`config.mk`:
```
export PLATFORM = sky130hd
export DESIGN_NAME = snd_pdm_dec
export DESIGN_NICKNAME = d
export VERILOG_FILES = /design/src/rtl/snd_pkg.sv /design/src/rtl/snd_sync2.sv /design/src/rtl/snd_pdm_dec.sv
export SDC_FILE = /design/constraint.sdc
export NUM_CORES = 1
export LEC_CHECK = 0
export ABC_AREA = 1
export BUFFER_PORTS_ARGS = -buffer_cell sky130_fd_sc_hd__buf_2
export CAP_MARGIN = 20
export CORE_ASPECT_RATIO = 0.75
export CORE_MARGIN = 2
export CORE_UTILIZATION = 60
export CTS_CLUSTER_SIZE = 40
export DETAILED_ROUTE_END_ITERATION = 10
export PLACE_DENSITY = 0.82
export REMOVE_ABC_BUFFERS = 1
export SYNTH_ARGS = -nofsm -noshare
export SYNTH_HDL_FRONTEND = slang
export SYNTH_SLANG_ARGS = --single-unit
```
`constraint.sdc`:
```
create_clock -name clk -period 2.45 [get_ports clk]
set_clock_uncertainty 0.1 [all_clocks]
set_input_delay 0.735 -clock clk [delete_from_list [all_inputs] [get_ports clk]]
set_output_delay 0.735 -clock clk [all_outputs]
set_load 0.02 [all_outputs]
```
`src/rtl/snd_pkg.sv`:
```
// Shared definitions for the PDM/density-stream decoder: the decoder state
// encoding and the default decimation window length.
package snd_pkg;

    // Default window length in clk cycles per output sample.
    localparam int SND_DECIM_DEFAULT = 256;

    // Decoder state: IDLE while en is low, RUN while en is high.
    typedef enum logic {
        SND_IDLE = 1'b0,
        SND_RUN  = 1'b1
    } snd_state_e;

endpackage : snd_pkg

```
`src/rtl/snd_sync2.sv`:
```
// Two-flop synchroniser for the raw 1-bit audio stream. Both flops clear to 0
// on asynchronous reset so the first bits after reset read as zero.
module snd_sync2 (
    input  logic clk,
    input  logic rst_n,
    input  logic d,
    output logic q
);

    logic meta;

    // Shift the input through two flops to settle metastability.
    always_ff @(posedge clk or negedge rst_n) begin
        if (!rst_n) begin
            meta <= 1'b0;
            q    <= 1'b0;
        end else begin
            meta <= d;
            q    <= meta;
        end
    end

endmodule : snd_sync2

```
`src/rtl/snd_pdm_dec.sv`:
```
// Decimating decoder for a 1-bit density-modulated audio stream. Counts the
// ones in each window of DECIM clk cycles and offers the count on a
// valid/ready output with a one-entry buffer and a sticky overrun flag.
//
// Build option: define SND_PDM_DEC_SYNC_EN to pass snd through a 2-flop
// synchroniser (snd_sync2) before accumulation (+2 cycles latency). Without
// it, snd is taken to be synchronous to clk and accumulated directly.
//
// Handshake: a transfer happens on every rising edge where sample_valid and
// sample_ready are both high. sample is held stable while sample_valid is high
// and no transfer has occurred; sample_valid drops after a transfer unless a
// fresh window result loads on that same edge.
module snd_pdm_dec
    import snd_pkg::*;
#(
    parameter int DECIM    = SND_DECIM_DEFAULT,
    parameter int OUT_BITS = $clog2(DECIM + 1)
) (
    input  logic                clk,
    input  logic                rst_n,
    input  logic                en,
    input  logic                snd,
    output logic [OUT_BITS-1:0] sample,
    output logic                sample_valid,
    input  logic                sample_ready,
    output logic                overrun,
    input  logic                clr_ovr,
    output snd_state_e          state
);

    localparam int CNT_W = (DECIM > 1) ? $clog2(DECIM) : 1;
    localparam logic [CNT_W-1:0] WCNT_LAST = CNT_W'(DECIM - 1);

    logic [CNT_W-1:0]    wcnt;
    logic [OUT_BITS-1:0] acc;
    logic                bit_in;
    logic [OUT_BITS-1:0] candidate;
    logic                win_done;
    logic                xfer;

`ifdef SND_PDM_DEC_SYNC_EN
    snd_sync2 u_sync (
        .clk   (clk),
        .rst_n (rst_n),
        .d     (snd),
        .q     (bit_in)
    );
`else
    assign bit_in = snd;
`endif

    // The edge that first samples en high is already a RUN edge: it counts the
    // first window bit, so a window is exactly DECIM edges with en high.
    // acc never exceeds DECIM-1 before the final add, so candidate fits.
    always_comb begin
        candidate = acc + OUT_BITS'(bit_in);
        win_done  = en && (wcnt == WCNT_LAST);
        xfer      = sample_valid && sample_ready;
    end

    // State register: follows en, visible on the state output.
    always_ff @(posedge clk or negedge rst_n) begin
        if (!rst_n) begin
            state <= SND_IDLE;
        end else begin
            case (state)
                SND_IDLE: if (en)  state <= SND_RUN;
                SND_RUN:  if (!en) state <= SND_IDLE;
                default:           state <= SND_IDLE;
            endcase
        end
    end

    // Window counter and ones accumulator; both held at zero while idle and
    // restarted on the window-complete edge.
    always_ff @(posedge clk or negedge rst_n) begin
        if (!rst_n) begin
            wcnt <= '0;
            acc  <= '0;
        end else if (!en || win_done) begin
            wcnt <= '0;
            acc  <= '0;
        end else begin
            wcnt <= wcnt + CNT_W'(1);
            acc  <= candidate;
        end
    end

    // One-entry output buffer: load a finished window if the buffer is empty
    // or draining this edge, otherwise drop it and flag overrun.
    always_ff @(posedge clk or negedge rst_n) begin
        if (!rst_n) begin
            sample       <= '0;
            sample_valid <= 1'b0;
        end else if (win_done && (!sample_valid || xfer)) begin
            sample       <= candidate;
            sample_valid <= 1'b1;
        end else if (xfer) begin
            sample_valid <= 1'b0;
        end
    end

    // Sticky overrun; a new drop wins over a simultaneous clear.
    always_ff @(posedge clk or negedge rst_n) begin
        if (!rst_n) begin
            overrun <= 1'b0;
        end else if (win_done && sample_valid && !xfer) begin
            overrun <= 1'b1;
        end else if (clr_ovr) begin
            overrun <= 1'b0;
        end
    end

endmodule : snd_pdm_dec

```
==> summary.txt, run 1 <==
Power
  • Switching share of power: 22.58%
  • Pwr dens: 531.3 mW/mm²
  • Sequential share of power: 60.1%
  • Internal: 634.0 µW
  • Leakage Power: 0.0007978 µW
  • Comb pwr share: 5.1%
  • Worst vdd ir: 0.3131 mV
  • Switching pwr: 184.9 µW
  • Clock power share: 34.7%

Run
  • Max_cap viols: 0

Routing
  • 1st-iter DRT viols: 25
  • Via count: 1,088
  • Drt drc: 0
  • Routed Antenna Nets: 0
  • Via/cell ratio: 5.156
  • TritonRoute pass-1 iters: 4
  • Total detailed-routing wirelength: 2500 µm
  • Routed WL per cell: 11.85 µm

Global routing
  • Vias in the first global route: 1,040
  • Tot GR Track Use: 22.23%
  • Antenna violations before repair: 0
  • First-pass GRT wire length: 4312 µm
  • Pin count of the biggest net entering global routing: 30
  • Remaining Overflow, GRT: 0

Clock network
  • Clock Tree Buf Depth: 2
  • CTS sink count: 29
  • Hold buffer count at CTS: 0
  • Clk_lat worst skew: 0.32 ns
  • Number of post-CTS setup repair buffers: 0
  • Num CTS Buffers: 5
  • CTS tree: yes
  • Clock-pin slew on the worst setup and hold paths: 0.08 ns
  • Root Buffer Master: clkbuf_4
  • H-tree levels: 2
  • Post-CTS Resized: 0

Worst setup path
  • Type of the worst setup path: flop to output port
  • R2R depth: 6
  • Arr. time, crit path: 0.88 ns
  • Critical path fanouts, max: 2
  • Worst Path Buf+Inv: 1
  • CP delay by family, top: flip-flops
  • Endpoint type of the worst setup path: output port
  • CP cell instances: buf_2
  • CP peak stage delay: 0.40 ns
  • Required time worst endpoint: 1.62 ns
  • CP Launch Type: flop
  • Crit path depth: 1
  • Slowest stage cell, crit path: dfrtp_1

Yosys
  • Cell Area, Synth: 0.001385 mm²
  • Mean Syn Cell Area: 8.497 µm²
  • Post-synth EDFFs: 0
  • Yosys warns: 0
  • Yosys reg bits: 29
  • Synth async-reset ratio: 100.0%
  • Synthesized instance count: 163
  • Post-synth top flop: dfrtp_1
  • Register area share after synthesis: 52.39%
  • Count of different cell masters after synthesis: 24

STA
  • Max-slew violation total from the final report: 0
  • Max Freq: 582.1 MHz
  • # setup viols final: 0
  • Worst-Margin Slew: 0.6283 ns
  • RSZ-0062 raised after global routing: no
  • Setup tns final: 0 ns
  • Final Cycle Share: 70.12%
  • Min cycle time layout: 1.718 ns
  • Rel. slew slack: 58.11%
  • Hold Violations, Final: 0

Final layout
  • # fillers: 182
  • Most frequent cells in the layout: 61 x nand2_1, 29 x dfrtp_1, 17 x inv_1, 17 x buf_2, 15 x nor2_1
  • Inserted Diodes: 0
  • Register area: 725.7 µm²
  • Most common cell after layout, fill and taps aside: nand2_1
  • Multi-input gate area: 576.8 µm²
  • Fin area: 0.001541 mm²
  • Final #Nets: 195
  • Proportion of layout cells with a drive suffix above 1: 20.97%
  • Area growth from synthesis to layout: 11.29%

Place
  • Final HPWL DP: 1866 µm
  • DP Area: 0.001486 mm²
  • Routability cong.: 0.8088
  • Port buffer count: 17

Floorplan
  • IO Pins: 18
  • Die area: 0.002713 mm²
  • Initial core utilization: 62.02%
  • # rows: 15
  • Core box area: 0.002233 mm²
  • Die height: 45.61 µm
  • Die width: 59.48 µm

Min path
  • Worst min path class: primary input to async pin

Run status
  • Status: finished clean
==> flip-flops by register name, summed over array words and instances (netlist names) <==
register	count
acc	9
sample	9
wcnt	8
overrun	1
sample_valid	1
state	1
==> per-stage QoR <==
stage	utilization [%]	setup slack (ns)	hold WS (ns)	total power [µW]	std cells
2_1_floorplan	-	0.6334	0.3394	522.9	162
3_3_place_gp	66.55	0.4848	0.3579	542.9	204
3_5_place_dp	66.55	0.4428	0.3601	545.7	204
4_1_cts	69.02	0.7236	0.3400	829.5	211
5_1_grt	69.02	0.6083	0.3597	858.8	211
6_report	69.02	0.7321	0.3267	819.0	211
==> path summary, 6_finish.rpt <==
path	slack, ns	start	end
min reg2reg	0.38	sample[3]	sample[3]
max	0.73	sample[4]	sample[4]
max reg2reg	0.90	wcnt[0]	sample[2]
max in group asynchronous	1.51	rst_n	acc[7]
min	0.33	rst_n	sample[7]
min in group clk	0.38	sample[3]	sample[3]
==> area by class of cell <==
cell class              count  area share [%]
clock buffers               7           3.571
inverters                  18           4.383
multi-input cells         115           37.42
flip-flops and latches     29           47.08
well taps                  25           2.029
repair buffers             17           5.519
==> metal layers <==
| metal | vias to the layer above | share of wire (%) | global-route usage (%) |
|---|---|---|---|
| met4 | 0 | 1.5 | 9.545 |
| met5 | - | 0 | 0 |
| met2 | 32 | 47 | 37.14 |
| li1 | 553 | - | - |
| met1 | 497 | 47 | 26.82 |
| met3 | 6 | 4.7 | 6.818 |
==> cell families (layout without fill, tap and decap cells) <==
| logic type | after synthesis | in the layout | share of synthesized area, % |
|---|---|---|---|
| fa+ha+maj | 3 | 3 | 2.710 |
| xor+xnor | 2 | 2 | 1.265 |
| compound gates | 10 | 10 | 4.246 |
| simple gates | 100 | 100 | 33.42 |
| buf+inv | 19 | 42 | 5.961 |
| flops | 29 | 29 | 52.39 |
==> synthesized netlist by cell type (2+ instances only) <==
cell type	n	share of area (%)
nor2_2	4	1.8
nor3_1	3	1.1
o21ai_0	2	0.72
a21oi_1	5	1.8
nand2_1	61	17
dfrtp_1	29	52
a21oi_2	2	1.3
nand3_1	6	2.2
inv_1	17	4.6
nand2_2	2	0.90
ha_1	3	2.7
nor2_4	3	2.4
nor2_1	15	4.1
==> power by group through the flow <==
stage,clock (µW),sequential (µW),combinational [µW]
2_1_floorplan,0,502,21.1
3_3_place_gp,0,501,41.8
3_5_place_dp,0,502,43.8
4_1_cts,293,492,43.8
5_1_grt,316,494,49.0
6_report,284,492,42.1
(Power assumes the default switching activity.)
==> run 2: changes to the inputs <==
--- a/config.mk
+++ b/config.mk
@@ -5,15 +5,15 @@
 export SDC_FILE = /design/constraint.sdc
 export NUM_CORES = 1
 export LEC_CHECK = 0
-export ABC_AREA = 1
+export ABC_AREA = 0
 export BUFFER_PORTS_ARGS = -buffer_cell sky130_fd_sc_hd__buf_2
 export CAP_MARGIN = 20
 export CORE_ASPECT_RATIO = 0.75
 export CORE_MARGIN = 2
-export CORE_UTILIZATION = 60
+export CORE_UTILIZATION = 55
 export CTS_CLUSTER_SIZE = 40
 export DETAILED_ROUTE_END_ITERATION = 10
-export PLACE_DENSITY = 0.82
+export PLACE_DENSITY = 0.77
 export REMOVE_ABC_BUFFERS = 1
 export SYNTH_ARGS = -nofsm -noshare
 export SYNTH_HDL_FRONTEND = slang
==> constraint.sdc (replaced) <==
create_clock -name clk -period 1.8 [get_ports clk]
set_clock_uncertainty 0.1 [all_clocks]
set_input_delay 0.54 -clock clk [delete_from_list [all_inputs] [get_ports clk]]
set_output_delay 0.54 -clock clk [all_outputs]
set_load 0.02 [all_outputs]
==> run 2 against run 1 <==
Effect of this change:
- sequential cell count unchanged
- via count decreased by 9.8%
- critical path depth up 3
- combinational power increased by 31%
- register-to-register slack got worse by 0.79 ns
- sequential power grew 37%
- cell count decreased by 17%
- critical endpoint is now acc[5]
- synthesized area is 6.1% lower
- synthesized cell count is 28% lower
- largest power group unchanged
- critical path type is now flop to flop
==> summary.txt, run 2 <==
STA
  • Final Cycle Share: 93.98%
  • Hold Violations, Final: 0 (unchanged)
  • Worst-Margin Slew: 0.6177 ns (-0.01061 ns)
  • RSZ-0062 raised after global routing: no
  • Rel. slew slack: 58.82% (+0.71 points)
  • Max-slew violation total from the final report: 0 (unchanged)
  • Max Freq: 591.1 MHz
  • # setup viols final: 0 (unchanged)
  • Setup WS post-layout: 0.1083 ns (-0.6238 ns)
  • Hold_ws: 0.1090 ns (-0.2176 ns)
  • Min cycle time layout: 1.692 ns

Clock network
  • Number of post-CTS setup repair buffers: 0 (unchanged)
  • Clk_lat worst skew: 0.34 ns (+0.02 ns)
  • CTS sink count: 29 (unchanged)
  • Root Buffer Master: clkbuf_4
  • Clock Tree Buf Depth: 2 (unchanged)
  • Clock-pin slew on the worst setup and hold paths: 0.10 ns (+0.02 ns)
  • Post-CTS Resized: 0 (unchanged)
  • CTS tree: yes
  • H-tree levels: 2 (unchanged)
  • Num CTS Buffers: 5 (unchanged)
  • Hold buffer count at CTS: 0 (unchanged)

Power
  • Pwr dens: 854.6 mW/mm² (+61%)
  • Leakage Power: 0.0007179 µW (-10%)
  • Worst vdd ir: 0.4723 mV (+51%)

Worst setup path
  • Critical path fanouts, max: 15 (+13)
  • Reg-to-reg setup timing slack: 0.11 ns (-0.79 ns)
  • Slowest stage cell, crit path: a41o_2
  • Type of the worst setup path: flop to flop
  • Critical R2R Launch: wcnt[0]
  • CP cell instances: ha_1 > and4_4 > a41o_2 > a21oi_1
  • Required time worst endpoint: 1.90 ns (+0.28 ns)
  • R2R depth: 4 (-2)
  • CP Launch Type: flop
  • CP peak stage delay: 0.41 ns (about the same)
  • Arr. time, crit path: 1.80 ns (+0.92 ns)
  • Endpoint type of the worst setup path: flop
  • Reg-to-Reg End: acc[5]

Final layout
  • Proportion of layout cells with a drive suffix above 1: 26.06% (+5.1 points)
  • Finished Layout Cells: 176 (-17%)
  • Inserted Diodes: 0 (unchanged)
  • Largest regs: acc x9, sample x9, wcnt x8
  • Fin area: 0.001500 mm² (-2.7%)
  • Most common cell after layout, fill and taps aside: dfrtp_1
  • Register area: 725.7 µm² (unchanged)
  • Final #Nets: 150 (-23%)
  • Area growth from synthesis to layout: 15.40%
  • Multi-input gate area: 505.5 µm² (-12%)
  • Most frequent cells in the layout: 29 x dfrtp_1, 17 x buf_2, 11 x a31oi_1
  • Utilization after layout: 66.06% (-3.0 points)
  • # fillers: 178 (-2.2%)

Place
  • Number of cells after detailed placement: 168 (-18%)
  • Port buffer count: 17 (unchanged)
  • Dpl ws: -0.09739 ns (-0.5402 ns)
  • Routability cong.: 0.8062 (-0.32%)
  • Final HPWL DP: 1770 µm (-5.2%)
  • DP Area: 0.001415 mm² (-4.8%)

Yosys
  • Post-synth top area cell: dfrtp_1
  • Top cell type's share of synthesized area: 55.82% (+3.4 points)
  • Yosys warns: 0 (unchanged)
  • Mean Syn Cell Area: 11.02 µm² (+30%)
  • Top-count cell post-synth: dfrtp_1
  • Cell Area, Synth: 0.001300 mm² (-6.1%)
  • Post-synth EDFFs: 0 (unchanged)
  • Top cells by area, synth: dfrtp_1 56%, a31oi_1 5.3%, a21oi_1 3.5%, ha_1 2.9%, nor2_1 2.9%
  • Synthesized instance count: 118 (-28%)
  • Commonest cells post-synth: 29 x dfrtp_1, 11 x a31oi_1, 10 x nor2_1, 9 x a21oi_1, 7 x inv_1
  • Yosys reg bits: 29 (unchanged)
  • Register area share after synthesis: 55.82% (+3.4 points)
  • Post-synth top flop: dfrtp_1
  • Count of different cell masters after synthesis: 29 (+21%)
  • Synth async-reset ratio: 100.0% (unchanged)

Floorplan
  • Die height: 46.11 µm (+1.1%)
  • IO Pins: 18 (unchanged)
  • Die area: 0.002773 mm² (+2.2%)
  • # rows: 15 (unchanged)
  • Die width: 60.14 µm (+1.1%)
  • Core box area: 0.002271 mm² (+1.7%)
  • Initial core utilization: 57.25% (-4.8 points)

Run
  • Max_cap viols: 0 (unchanged)

Global routing
  • Remaining Overflow, GRT: 0 (unchanged)
  • Antenna violations before repair: 0 (unchanged)
  • First-pass GRT wire length: 4043 µm (-6.2%)
  • Tot GR Track Use: 21.62% (-0.60 points)
  • Pin count of the biggest net entering global routing: 30 (unchanged)
  • Vias in the first global route: 895 (-14%)

Routing
  • 1st-iter DRT viols: 29 (+16%)
  • TritonRoute pass-1 iters: 4 (unchanged)
  • Routed WL per cell: 14.51 µm (+22%)
  • Via count: 981 (-9.8%)
  • Routed Antenna Nets: 0 (unchanged)
  • Drt drc: 0 (unchanged)
  • Total detailed-routing wirelength: 2554 µm (+2.2%)
  • Via/cell ratio: 5.574 (+8.1%)

Run status
  • Status: finished clean

Min path
  • Worst min path class: primary input to async pin
-- run 2: metrics by stage --
| step | power (µW) | TNS (ns) |
|---|---|---|
| floorplan | 712.2 | 0 |
| global placement | 740.1 | -0.07925 |
| detailed placement | 741.0 | -0.2960 |
| CTS | 1300 | 0 |
| global route | 1332 | 0 |
| finish | 1282 | 0 |
-- run 2: metal layers --
layer | global-route usage (%) | share of wire [%] | up-vias
met2 | 33.04 | 46 | 44
li1 | - | - | 474
met1 | 26.87 | 44 | 455
met4 | 10.22 | 2.4 | 0
met3 | 8.989 | 8.2 | 8
met5 | 0 | 0 | -
-- run 2: cells by family (layout without fill, tap and decap cells) --
group,Yosys count,in the layout,synth area share (%)
AOI/OAI and AO/OA,30,30,13.67
xor gates and xnor gates,6,6,4.043
adders and majority gates,3,3,2.888
buffers and inverters,12,36,5.293
DFF,29,29,55.82
muxes,2,2,2.310
and+or+nand+nor,36,36,15.98
-- run 2: report_power, final --
| group | internal [µW] | total [µW] | switching, µW |
|---|---|---|---|
| combinational | 19.9 | 55.2 | 35.3 |
| clock | 331 | 555 | 224 |
| sequential | 662 | 672 | 9.24 |
-- run 2: area by class of cell --
type,instances,area share (%)
Sequential cell,29,48.37
Multi-Input combinational cell,77,33.69
Timing Repair Buffer,21,7.673
Clock buffer,7,3.670
Tap cell,34,2.836
Clock inverter,1,2.002
Inverter,7,1.751
-- run 2: worst max path at each step --
stage                        from        end  depth (start not counted)
after floorplan               snd  sample[8]                          5
after detailed placement      snd  sample[8]                          6
after global placement        snd  sample[8]                          6
final                     wcnt[0]     acc[5]                          4
after global routing      wcnt[0]     acc[1]                          4
after CTS                 wcnt[0]     acc[5]                          4
-- run 2: critical path, delay by kind of cell, from the launching register on --
| family | cells | cell delay, ns |
|---|---|---|
| AO/OA/AOI/OAI | 2 | 0.49 |
| flip-flops | 1 | 0.40 |
| AND/OR/NAND/NOR | 1 | 0.33 |
| adder cells (fa/ha/maj) | 1 | 0.24 |
